--- config.mk ---
export PLATFORM = sky130hd
export DESIGN_NAME = worley_point_scheduler_flat
export DESIGN_NICKNAME = d
export VERILOG_FILES = /design/src/rtl/worley_pkg.sv /design/src/rtl/worley_point_scheduler_if.sv /design/src/rtl/worley_axis_step.sv /design/src/rtl/worley_point_scheduler.sv /design/src/flat_wrapper.sv
export SDC_FILE = /design/constraint.sdc
export NUM_CORES = 1
export LEC_CHECK = 0
export ABC_AREA = 1
export CAP_MARGIN = 20
export CORE_AREA = 2 2 195 197
export CTS_CLUSTER_SIZE = 40
export DETAILED_ROUTE_END_ITERATION = 12
export DIE_AREA = 0 0 197 199
export HOLD_SLACK_MARGIN = 0.02
export PLACE_DENSITY = 0.52
export SETUP_SLACK_MARGIN = 0.02
export SKIP_CTS_REPAIR_TIMING = 1
export SLEW_MARGIN = 20
export SYNTH_ARGS = -nofsm -noshare
export SYNTH_HDL_FRONTEND = slang
export SYNTH_SLANG_ARGS = --single-unit
--- constraint.sdc ---
create_clock -name clk -period 5.8 [get_ports clk]
set_clock_uncertainty 0.15 [all_clocks]
set_input_delay 1.45 -clock clk [delete_from_list [all_inputs] [get_ports clk]]
set_output_delay 1.45 -clock clk [all_outputs]
set_load 0.03 [all_outputs]
--- src/rtl/worley_pkg.sv ---
// Shared types, widths and reset table for the Worley feature-point scheduler.
package worley_pkg;

  localparam int unsigned COORD_W    = 10;
  localparam int unsigned VEL_W      = 4;
  localparam int unsigned CFG_IDX_W  = 2;
  localparam int unsigned MAX_POINTS = 4;
  localparam int unsigned X_MAX_DEF  = 639;
  localparam int unsigned Y_MAX_DEF  = 479;

  typedef enum logic [1:0] {
    IDLE   = 2'd0,
    UPDATE = 2'd1,
    COMMIT = 2'd2
  } state_t;

  // Velocities are stored as raw two's-complement bit patterns.
  typedef struct packed {
    logic [COORD_W-1:0] x;
    logic [COORD_W-1:0] y;
    logic [VEL_W-1:0]   vx;
    logic [VEL_W-1:0]   vy;
  } point_t;

  localparam point_t RESET_TABLE [MAX_POINTS] = '{
    '{x: 10'd100, y: 10'd100, vx: 4'h1, vy: 4'hF},
    '{x: 10'd300, y: 10'd200, vx: 4'hF, vy: 4'h1},
    '{x: 10'd500, y: 10'd400, vx: 4'h2, vy: 4'hF},
    '{x: 10'd100, y: 10'd450, vx: 4'hF, vy: 4'hE}
  };

  function automatic logic [COORD_W-1:0] sat_pos(input logic [COORD_W-1:0] p,
                                                 input logic [COORD_W-1:0] lim);
    return (p > lim) ? lim : p;
  endfunction

  // The most negative velocity has no negation, so it is pulled in by one.
  function automatic logic signed [VEL_W-1:0] sat_vel(input logic [VEL_W-1:0] v);
    logic [VEL_W-1:0] most_neg;
    most_neg = {1'b1, {(VEL_W-1){1'b0}}};
    if (v == most_neg) return $signed(most_neg + 1'b1);
    return $signed(v);
  endfunction

endpackage

--- src/rtl/worley_point_scheduler_if.sv ---
// Point reconfiguration port: valid/ready handshake carrying one point record.
interface worley_point_scheduler_if;
  import worley_pkg::*;

  logic                 valid;
  logic                 ready;
  logic [CFG_IDX_W-1:0] idx;
  logic [COORD_W-1:0]   x;
  logic [COORD_W-1:0]   y;
  logic [VEL_W-1:0]     vx;
  logic [VEL_W-1:0]     vy;

  modport master (output valid, idx, x, y, vx, vy, input ready);
  modport slave  (input valid, idx, x, y, vx, vy, output ready);
endinterface

--- src/rtl/worley_axis_step.sv ---
// One-axis position step with reflection at 0 and at the axis maximum.
module worley_axis_step
  import worley_pkg::*;
(
  input  logic [COORD_W-1:0]      p,
  input  logic signed [VEL_W-1:0] v,
  input  logic [COORD_W-1:0]      max,
  output logic [COORD_W-1:0]      p_next,
  output logic signed [VEL_W-1:0] v_next
);

  logic signed [COORD_W+1:0] n;
  logic signed [COORD_W+1:0] lim;

  // Advance, then mirror about whichever edge was crossed and flip direction.
  always_comb begin
    n      = $signed({2'b00, p}) + $signed({{(COORD_W+2-VEL_W){v[VEL_W-1]}}, v});
    lim    = $signed({2'b00, max});
    p_next = COORD_W'(n);
    v_next = v;
    if (n < 0) begin
      p_next = COORD_W'(-n);
      v_next = -v;
    end else if (n > lim) begin
      p_next = COORD_W'((lim <<< 1) - n);
      v_next = -v;
    end
  end

endmodule

--- src/rtl/worley_point_scheduler.sv ---
// Frame-synchronous owner of the Worley feature points: moves them once per
// qualifying frame and publishes shadowed coordinates at a single commit edge.
module worley_point_scheduler
  import worley_pkg::*;
#(
  parameter int unsigned NUM_POINTS = 4,
  parameter int unsigned X_MAX      = X_MAX_DEF,
  parameter int unsigned Y_MAX      = Y_MAX_DEF
) (
  input  logic                          clk,
  input  logic                          rst_n,
  input  logic                          frame_start,
  input  logic                          enable,
  input  logic [3:0]                    step_div,
  worley_point_scheduler_if.slave       cfg,
  output logic [NUM_POINTS*COORD_W-1:0] pts_x,
  output logic [NUM_POINTS*COORD_W-1:0] pts_y,
  output logic                          update_done,
  output logic                          busy,
  output logic                          overrun,
  output logic [15:0]                   frame_cnt
);

  localparam int unsigned        IDX_W    = (NUM_POINTS > 1) ? $clog2(NUM_POINTS) : 1;
  localparam logic [IDX_W-1:0]   LAST_IDX = IDX_W'(NUM_POINTS - 1);
  localparam logic [COORD_W-1:0] XM       = COORD_W'(X_MAX);
  localparam logic [COORD_W-1:0] YM       = COORD_W'(Y_MAX);

  state_t                  state;
  logic [IDX_W-1:0]        idx;
  logic [3:0]              div;

  logic [COORD_W-1:0]      wx  [NUM_POINTS];
  logic [COORD_W-1:0]      wy  [NUM_POINTS];
  logic signed [VEL_W-1:0] wvx [NUM_POINTS];
  logic signed [VEL_W-1:0] wvy [NUM_POINTS];

  logic [COORD_W-1:0]      px_next, py_next;
  logic signed [VEL_W-1:0] vx_next, vy_next;

  logic                    cfg_hit;
  logic [IDX_W-1:0]        cfg_slot;
  logic [COORD_W-1:0]      cfg_x_sat, cfg_y_sat;
  logic signed [VEL_W-1:0] cfg_vx_sat, cfg_vy_sat;

  assign cfg.ready = (state == IDLE);
  assign busy      = (state != IDLE);

  // Saturate incoming config; out-of-range indices are accepted but dropped.
  always_comb begin
    cfg_hit    = cfg.valid && (state == IDLE) && (32'(cfg.idx) < NUM_POINTS);
    cfg_slot   = cfg.idx[IDX_W-1:0];
    cfg_x_sat  = sat_pos(cfg.x, XM);
    cfg_y_sat  = sat_pos(cfg.y, YM);
    cfg_vx_sat = sat_vel(cfg.vx);
    cfg_vy_sat = sat_vel(cfg.vy);
  end

  worley_axis_step u_step_x (
    .p      (wx[idx]),
    .v      (wvx[idx]),
    .max    (XM),
    .p_next (px_next),
    .v_next (vx_next)
  );

  worley_axis_step u_step_y (
    .p      (wy[idx]),
    .v      (wvy[idx]),
    .max    (YM),
    .p_next (py_next),
    .v_next (vy_next)
  );

  // Control FSM plus working/shadow point registers.
  // A config write lands in IDLE on the same edge that may start UPDATE, so
  // the update that follows naturally sees the new values.
  always_ff @(posedge clk or negedge rst_n) begin
    if (!rst_n) begin
      state       <= IDLE;
      idx         <= '0;
      div         <= '0;
      frame_cnt   <= '0;
      update_done <= 1'b0;
      overrun     <= 1'b0;
      for (int unsigned i = 0; i < NUM_POINTS; i++) begin
        wx[i]                          <= RESET_TABLE[i].x;
        wy[i]                          <= RESET_TABLE[i].y;
        wvx[i]                         <= $signed(RESET_TABLE[i].vx);
        wvy[i]                         <= $signed(RESET_TABLE[i].vy);
        pts_x[i*COORD_W +: COORD_W]    <= RESET_TABLE[i].x;
        pts_y[i*COORD_W +: COORD_W]    <= RESET_TABLE[i].y;
      end
    end else begin
      update_done <= 1'b0;
      if (frame_start && (state != IDLE)) overrun <= 1'b1;
      case (state)
        IDLE: begin
          if (cfg_hit) begin
            wx[cfg_slot]  <= cfg_x_sat;
            wy[cfg_slot]  <= cfg_y_sat;
            wvx[cfg_slot] <= cfg_vx_sat;
            wvy[cfg_slot] <= cfg_vy_sat;
          end
          if (frame_start) begin
            if (div == step_div) begin
              div <= '0;
              if (enable) begin
                state <= UPDATE;
                idx   <= '0;
              end
            end else begin
              div <= div + 4'd1;
            end
          end
        end
        UPDATE: begin
          wx[idx]  <= px_next;
          wy[idx]  <= py_next;
          wvx[idx] <= vx_next;
          wvy[idx] <= vy_next;
          if (idx == LAST_IDX) state <= COMMIT;
          else                 idx   <= idx + 1'b1;
        end
        COMMIT: begin
          for (int unsigned i = 0; i < NUM_POINTS; i++) begin
            pts_x[i*COORD_W +: COORD_W] <= wx[i];
            pts_y[i*COORD_W +: COORD_W] <= wy[i];
          end
          frame_cnt   <= frame_cnt + 16'd1;
          update_done <= 1'b1;
          state       <= IDLE;
        end
        default: state <= IDLE;
      endcase
    end
  end

endmodule

--- src/flat_wrapper.sv ---
// flat-port wrapper written by rule: the top's interface ports become plain ports
module worley_point_scheduler_flat import worley_pkg::*;
#(
  parameter int unsigned NUM_POINTS = 4,
  parameter int unsigned X_MAX      = X_MAX_DEF,
  parameter int unsigned Y_MAX      = Y_MAX_DEF
)
  (clk, rst_n, frame_start, enable, step_div, pts_x, pts_y, update_done, busy, overrun, frame_cnt, cfg_valid, cfg_idx, cfg_x, cfg_y, cfg_vx, cfg_vy, cfg_ready);
  worley_point_scheduler_if cfg_i ();
  input  logic clk;
  input  logic rst_n;
  input  logic frame_start;
  input  logic enable;
  input  logic [3:0] step_div;
  output logic [NUM_POINTS*COORD_W-1:0] pts_x;
  output logic [NUM_POINTS*COORD_W-1:0] pts_y;
  output logic update_done;
  output logic busy;
  output logic overrun;
  output logic [15:0] frame_cnt;
  input wire logic [$bits(cfg_i.valid)-1:0] cfg_valid;
  input wire logic [$bits(cfg_i.idx)-1:0] cfg_idx;
  input wire logic [$bits(cfg_i.x)-1:0] cfg_x;
  input wire logic [$bits(cfg_i.y)-1:0] cfg_y;
  input wire logic [$bits(cfg_i.vx)-1:0] cfg_vx;
  input wire logic [$bits(cfg_i.vy)-1:0] cfg_vy;
  output wire logic [$bits(cfg_i.ready)-1:0] cfg_ready;
  assign cfg_i.valid = cfg_valid;
  assign cfg_i.idx = cfg_idx;
  assign cfg_i.x = cfg_x;
  assign cfg_i.y = cfg_y;
  assign cfg_i.vx = cfg_vx;
  assign cfg_i.vy = cfg_vy;
  assign cfg_ready = cfg_i.ready;
  worley_point_scheduler #(.NUM_POINTS(NUM_POINTS), .X_MAX(X_MAX), .Y_MAX(Y_MAX)) u_core (.clk(clk), .rst_n(rst_n), .frame_start(frame_start), .enable(enable), .step_div(step_div), .cfg(cfg_i), .pts_x(pts_x), .pts_y(pts_y), .update_done(update_done), .busy(busy), .overrun(overrun), .frame_cnt(frame_cnt));
endmodule
# After elaboration in Yosys (flattened, before gate mapping)
# Index checks and enable logic that the tools add are counted.
[word_totals] register_bits=218 elab_cells=134 input_bits=39 output_inout_bits=100
[op_classes] n_addsub=11 eq_ne=12 bitwise=2 muxes=64 magnitude_cmp=10 reduce_logical=11
[ops] operator="$bwmux W40" count=4
[ops] operator="$pmux W40 S2" count=2
[ops] operator="$mux W10" count=12
[ops] operator="$mux W40" count=2
[ops] operator="$bwmux W16" count=4
[ops] operator="$pmux W16 S2" count=2
[ops] operator="$mux W4" count=15
[ops] operator="$bmux W10 S2" count=2
[ops] operator="$demux W10 S2" count=2
[ops] operator="$mux W16" count=2
[ops] operator="$add A11 B4 Y12" count=2
[ops] operator="$lt A12 B1 Y1 const B" count=2
[ops] operator="$neg A10 Y10" count=2
[ops] operator="$add A16 B1 Y16 const B" count=1
[ops] operator="$bmux W4 S2" count=2
[ops] operator="$demux W4 S2" count=2
[ops] operator="$mux W2" count=8
[ops] operator="$gt A12 B10 Y1 const B" count=1
[ops] operator="$gt A12 B11 Y1 const B" count=1
[ops] operator="$gt A10 B10 Y1 const B" count=1
[ops] operator="$gt A10 B9 Y1 const B" count=1
[ops] operator="$sub A8 B10 Y10 const A" count=1
[ops] operator="$sub A9 B10 Y10 const A" count=1
[ops] operator="$eq A4 B4 Y1 const B" count=2
[ops] operator="19 further kinds" count=36

# Logic depth before layout (Yosys ltp)
[logic_depth] depth_word=10 mapped_depth=26 ltp_nobuf=24

# Modules after synthesis
# A second synthesis with hierarchy kept.
[hier_totals] cells_unflattened=1936 hier_area_um2=13987.2
[modules_own_cells] module="worley_point_scheduler" cells_per_inst=1322 area_per_inst_um2=10376.2 n_inst=1
[modules_own_cells] module="worley_axis_step" cells_per_inst=307 area_per_inst_um2=1805.5 n_inst=2

# Least setup slack after synthesis
# OpenSTA, ideal clock, no wires.
[synth_timing] kind="reg2reg" start="register u_core.idx[0]" end="register u_core.wy[19] (netlist name)" required_time_ps=5532 slack_ps=2166 arrival_time_ps=3366 stages_incl_launch_ff=26 cell_sequence="dfrtp_1 buf_4 inv_4 buf_2 clkbuf_1 clkbuf_1 nand2_1 a21oi_1 ha_1 inv_1 fa_1 inv_1 nand3_1 nand2_1 nand2_2 nand2_2 nand2_1 nand2_1 nand3_1 nand2_1 nand3_4 buf_8 nand3_1 nand2_1 nand3_1 nand2_1"
[synth_between] elab_chain_len=10
[synth_rtl] element="start: declaration" line_no="worley_point_scheduler.sv:30" source="logic [IDX_W-1:0] idx;"
[synth_rtl] element="start signal: assignment" line_no="worley_point_scheduler.sv:123" source="else idx <= idx + 1'b1;"
[synth_rtl] element="$not A2 Y3 (implied by the code) (*)" line_no="worley_point_scheduler.sv:68, worley_point_scheduler.sv:69, worley_point_scheduler.sv:119"
[synth_rtl] element="$bmux W10 S2 / $bmux W4 S2 (equally long branches)" line_no="worley_point_scheduler.sv:68, worley_point_scheduler.sv:69"
[synth_rtl] element="$mux W10 (implied by the code) / $mux W4 (equally long branches) (2 in a row)" line_no="worley_point_scheduler.sv:68, worley_point_scheduler.sv:69"
[synth_rtl] element="$add A11 B4 Y12" line_no="worley_axis_step.sv:17" source="n = $signed({2'b00, p}) + $signed({{(COORD_W+2-VEL_W){v[VEL_W-1]}}, v});"
[synth_rtl] element="$sub A8 B10 Y10 / $gt A12 B10 Y1 (equally long branches)" line_no="worley_axis_step.sv:25, worley_axis_step.sv:24"
[synth_rtl] element="$mux W10" line_no="worley_axis_step.sv:24" source="end else if (n > lim) begin"
[synth_rtl] element="$mux W10" line_no="worley_axis_step.sv:21" source="if (n < 0) begin"
[synth_rtl] element="$bwmux W40 (*)" line_no="worley_point_scheduler.sv:119" source="wy[idx] <= py_next;"
[synth_rtl] element="$pmux W40 S2 (*)" line_no="worley_point_scheduler.sv:97" source="case (state)"
[synth_rtl] element="end signal: indexed assignment" line_no="worley_point_scheduler.sv:88" source="wy[i] <= RESET_TABLE[i].y;"
[synth_rtl] element="end signal: indexed assignment" line_no="worley_point_scheduler.sv:101" source="wy[cfg_slot] <= cfg_y_sat;"
[synth_rtl] element="end signal: indexed assignment" line_no="worley_point_scheduler.sv:119"
[synth_rtl] element="end: declaration" line_no="worley_point_scheduler.sv:34" source="logic [COORD_W-1:0] wy [NUM_POINTS];"
# Mark *: on every way between the ends. The rest lies on a longest branch, timed or not. The select of a mux whose other input is x is not followed.
# A chain may end at the register's enable or synchronous reset.

# Worst setup path after layout
[layout_timing] start="register u_core.idx[1]" end="register u_core.wx[38] (netlist name)"
[layout_between] elab_chain_len=10
[layout_rtl] element="$not A2 Y3 (implied by the code) (*)" line_no="worley_point_scheduler.sv:60, worley_point_scheduler.sv:61, worley_point_scheduler.sv:118"
[layout_rtl] element="$bmux W10 S2 / $bmux W4 S2 (equally long branches)" line_no="worley_point_scheduler.sv:60, worley_point_scheduler.sv:61"
[layout_rtl] element="$mux W10 (implied by the code) / $mux W4 (equally long branches) (2 in a row)" line_no="worley_point_scheduler.sv:60, worley_point_scheduler.sv:61"
[layout_rtl] element="$add A11 B4 Y12" line_no="worley_axis_step.sv:17"
[layout_rtl] element="$sub A9 B10 Y10 / $gt A12 B11 Y1 (equally long branches)" line_no="worley_axis_step.sv:25, worley_axis_step.sv:24"
[layout_rtl] element="$mux W10" line_no="worley_axis_step.sv:24"
[layout_rtl] element="$mux W10" line_no="worley_axis_step.sv:21"
[layout_rtl] element="$bwmux W40 (*)" line_no="worley_point_scheduler.sv:118" source="wx[idx] <= px_next;"
[layout_rtl] element="$pmux W40 S2 (*)" line_no="worley_point_scheduler.sv:97"
[layout_rtl] element="end signal: indexed assignment" line_no="worley_point_scheduler.sv:87" source="wx[i] <= RESET_TABLE[i].x;"
[layout_rtl] element="end signal: indexed assignment" line_no="worley_point_scheduler.sv:100" source="wx[cfg_slot] <= cfg_x_sat;"
[layout_rtl] element="end signal: indexed assignment" line_no="worley_point_scheduler.sv:118"
[layout_rtl] element="end: declaration" line_no="worley_point_scheduler.sv:33" source="logic [COORD_W-1:0] wx [NUM_POINTS];"
# Marked as above.

==> out/results.tsv <==
metric	value	unit
met3 usage	0.0449	
synthesis-to-finish area growth	21.1	%
Netlist cell types	50	
Slew headroom	0.363	
max-slew violation count	0	
met2 track demand over resource	0.322	
die footprint	39200	sq um
setup repair after global routing missed its margin	false	
drt first pass iters	8	
register area share after synthesis	0.433	
Ys Warns	0	
drt total wl	44400	um
worst reg2reg path endpoint	u_core.wx[38]$_DFFE_PN0P_	
largest net degree at the start of global routing	133	
crit path max fanout	37	
share of cells above drive strength 1	0.123	
reg-to-reg slack, setup	1290	ps
CTS tree	yes	
initial core utilization	0.346	
clk slew on worst S/H paths	60	ps
Synth Cell Area	12800	sq um
area occupied by multi-input gates	6220	sq um
Fill cells	3814	
M1 GR Usage	0.345	
drt wl/cell	19.3	um
Cells after Synth	1702	
fmax	0.222	GHz
Synth Register Bits	218	
first-pass GRT wire length	68100	um
TritonCTS Buffers	26	
Routed Antenna Nets	0	
Most Used Layer, Global Route	met1	
cell with the biggest individual delay on the critical path	dfrtp_1	
initial antenna violation count	1	
Worst Tran Pin Value	953	ps
startpoint of the lowest-slack hold path	u_core.overrun$_DFFE_PN0P_	
family with the most delay on the worst path	adder cells	
class of the worst hold path	flip-flop to flip-flop	
num rows	71	
H-tree levels	1	
register area	5560	sq um
Clock Tree Buf Depth	3	
clk sinks	218	
Detailed Place HPWL	31300	um
syn_nets	1777	
Die Wd	197	um
setup TNS	0	ps
setup violators final	0	
Post-synth ARST share	1.00	
I/O Buffers	138	
1st-iter DRT viols	1122	
Final nets	1885	
endpoint type of the worst setup path	flip-flop	
number of synthesized flops with an enable pin	0	
Routability Congestion	0.924	
routed vias/inst	5.28	
most used flip-flop cell after synthesis	dfrtp_1	
final period utilization	0.777	
vias after detailed routing	12200	
WP buf/inv	5	
Die Y	199	um
CP Launch Type	flip-flop	
GRT Overall Usage	0.225	
root buffer cell	clkbuf_16	
Reg-to-Reg Start	u_core.idx[1]$_DFFE_PN0P_	
hold depth	1	
Core ar.	37100	sq um
vias in the first global route	11300	
DRC	0	
Tmin final	4510	ps
Max Cap Viol	0	
crit-path max cell delay	680	ps
worst r2r path cells	19	
latest clock arrival within the worst-skew pair	540	ps
type of the worst setup path	flip-flop to flip-flop	
WP data arrival	4770	ps
Syn Area/Cell	7.54	sq um
cell breakdown of the critical path	inv_1, buf_12, o21ai_0, a21oi_1, a21oi_1, ha_1, inv_1, fa_1, inv_1, ha_1, inv_1, nor2_1, nand3_1, nor2_1, nand4_1, a21oi_1, nand3_1, nand3_1, a21oi_1	
ANT cells	0	
Final Hold Fails	0	
grt total ovfl	0	
status	complete, no violations	
CP Data Required Time	6060	ps
Hold EP	u_core.overrun$_DFFE_PN0P_	
I/O Pins	139	
==> kinds of logic (layout without fill, tap and decap cells) <==
| kind of cell | count (synthesis) | count (layout) | synth area share |
|---|---|---|---|
| simple gates | 829 | 829 | 0.285 |
| compound gates | 326 | 326 | 0.146 |
| buf+inv | 270 | 398 | 0.0835 |
| flops | 218 | 218 | 0.433 |
| fa+ha+maj | 36 | 36 | 0.0363 |
| xor+xnor | 23 | 23 | 0.0163 |
==> synth_stat cells (9+ instances only) <==
master,number,area share
nand2_1,448,0.13
nand3_1,192,0.075
inv_1,182,0.053
dfrtp_1,138,0.27
o21ai_0,132,0.051
nor2_1,106,0.031
a21oi_1,81,0.032
dfstp_2,80,0.16
clkbuf_1,52,0.015
ha_1,34,0.033
a31oi_1,25,0.012
o211ai_1,25,0.015
o21ai_1,22,0.0086
nand2_2,21,0.010
nand4_1,20,0.0097
buf_2,13,0.0051
xor2_1,13,0.0089
inv_2,10,0.0029
nand3_2,10,0.0078
or2_2,10,0.0049
xnor2_1,9,0.0061
==> registers in the layout, indices dropped and copies added, names as in the netlist <==
name	flops
u_core.div	4
u_core.frame_cnt	16
u_core.idx	2
u_core.overrun	1
u_core.pts_x	40
u_core.pts_y	40
u_core.state	2
u_core.update_done	1
u_core.wvx	16
u_core.wvy	16
u_core.wx	40
u_core.wy	40
==> final cells by class <==
type / instances / area share
Multi-Input combinational cell: 1214 / 0.400
Sequential cell: 218 / 0.357
Timing Repair Buffer: 156 / 0.101
Clock buffer: 40 / 0.0505
Inverter: 194 / 0.0472
Tap cell: 474 / 0.0381
Clock inverter: 8 / 0.00603
==> placed cells by master, fill, tap and decap left out, types with 27 or more instances in the layout <==
master / instances
dfstp_2: 80
dfrtp_1: 137
nor2_1: 105
clkbuf_16: 27
clkdlybuf4s50_1: 137
ha_1: 34
nand2_1: 448
inv_1: 181
o21ai_0: 132
nand3_1: 192
a21oi_1: 80
==> worst reg2reg max path, delay by kind of cell (launching register included) <==
family,cells,cell delay (ps)
adders and majority gates,3,1010
buffers and inverters,5,930
and+or+nand+nor,6,860
AOI/OAI and AO/OA,5,760
DFF,1,680
==> metrics by stage <==
stage | worst slack (ps) | instance area (sq um) | utilization | instances | hold WS (ps)
final | 1290 | 15500 | 0.419 | 2304 | 307
after global routing | 1020 | 15500 | 0.419 | 2304 | 326
after global placement | 911 | 14600 | 0.394 | 2255 | 292
after CTS | 1360 | 15500 | 0.418 | 2303 | 308
after floorplan | 2170 | 12800 | - | 1702 | 299
after detailed placement | 1390 | 14600 | 0.394 | 2255 | 294
==> per-layer routing <==
layer  share of wire  wire [um]  up-vias
met5               0          0        -
met4           0.016        699        0
met3           0.091       4030       47
met2            0.41      18200      480
met1            0.48      21500     5801
li1                -          -     5844
==> how the worst max path moves through the flow <==
stage	startpoint	to	slack, ps	cells past startpoint
5_1_grt	u_core.idx[1]$_DFFE_PN0P_	u_core.wx[28]$_DFFE_PN1P_	1020	20
3_5_place_dp	u_core.idx[1]$_DFFE_PN0P_	u_core.wx[38]$_DFFE_PN0P_	1390	19
6_report	u_core.idx[1]$_DFFE_PN0P_	u_core.wx[38]$_DFFE_PN0P_	1290	19
4_1_cts	u_core.idx[1]$_DFFE_PN0P_	u_core.wx[38]$_DFFE_PN0P_	1360	19
2_1_floorplan	u_core.idx[0]$_DFFE_PN0P_	u_core.wy[19]$_DFFE_PN0P_	2170	25
3_3_place_gp	cfg_idx[1]	u_core.wvx[6]$_DFFE_PN0P_	910	9
Power is left out: the tool's default activity adds up to more than one toggle a clock period on the data nets, which glitch-free logic cannot reach.
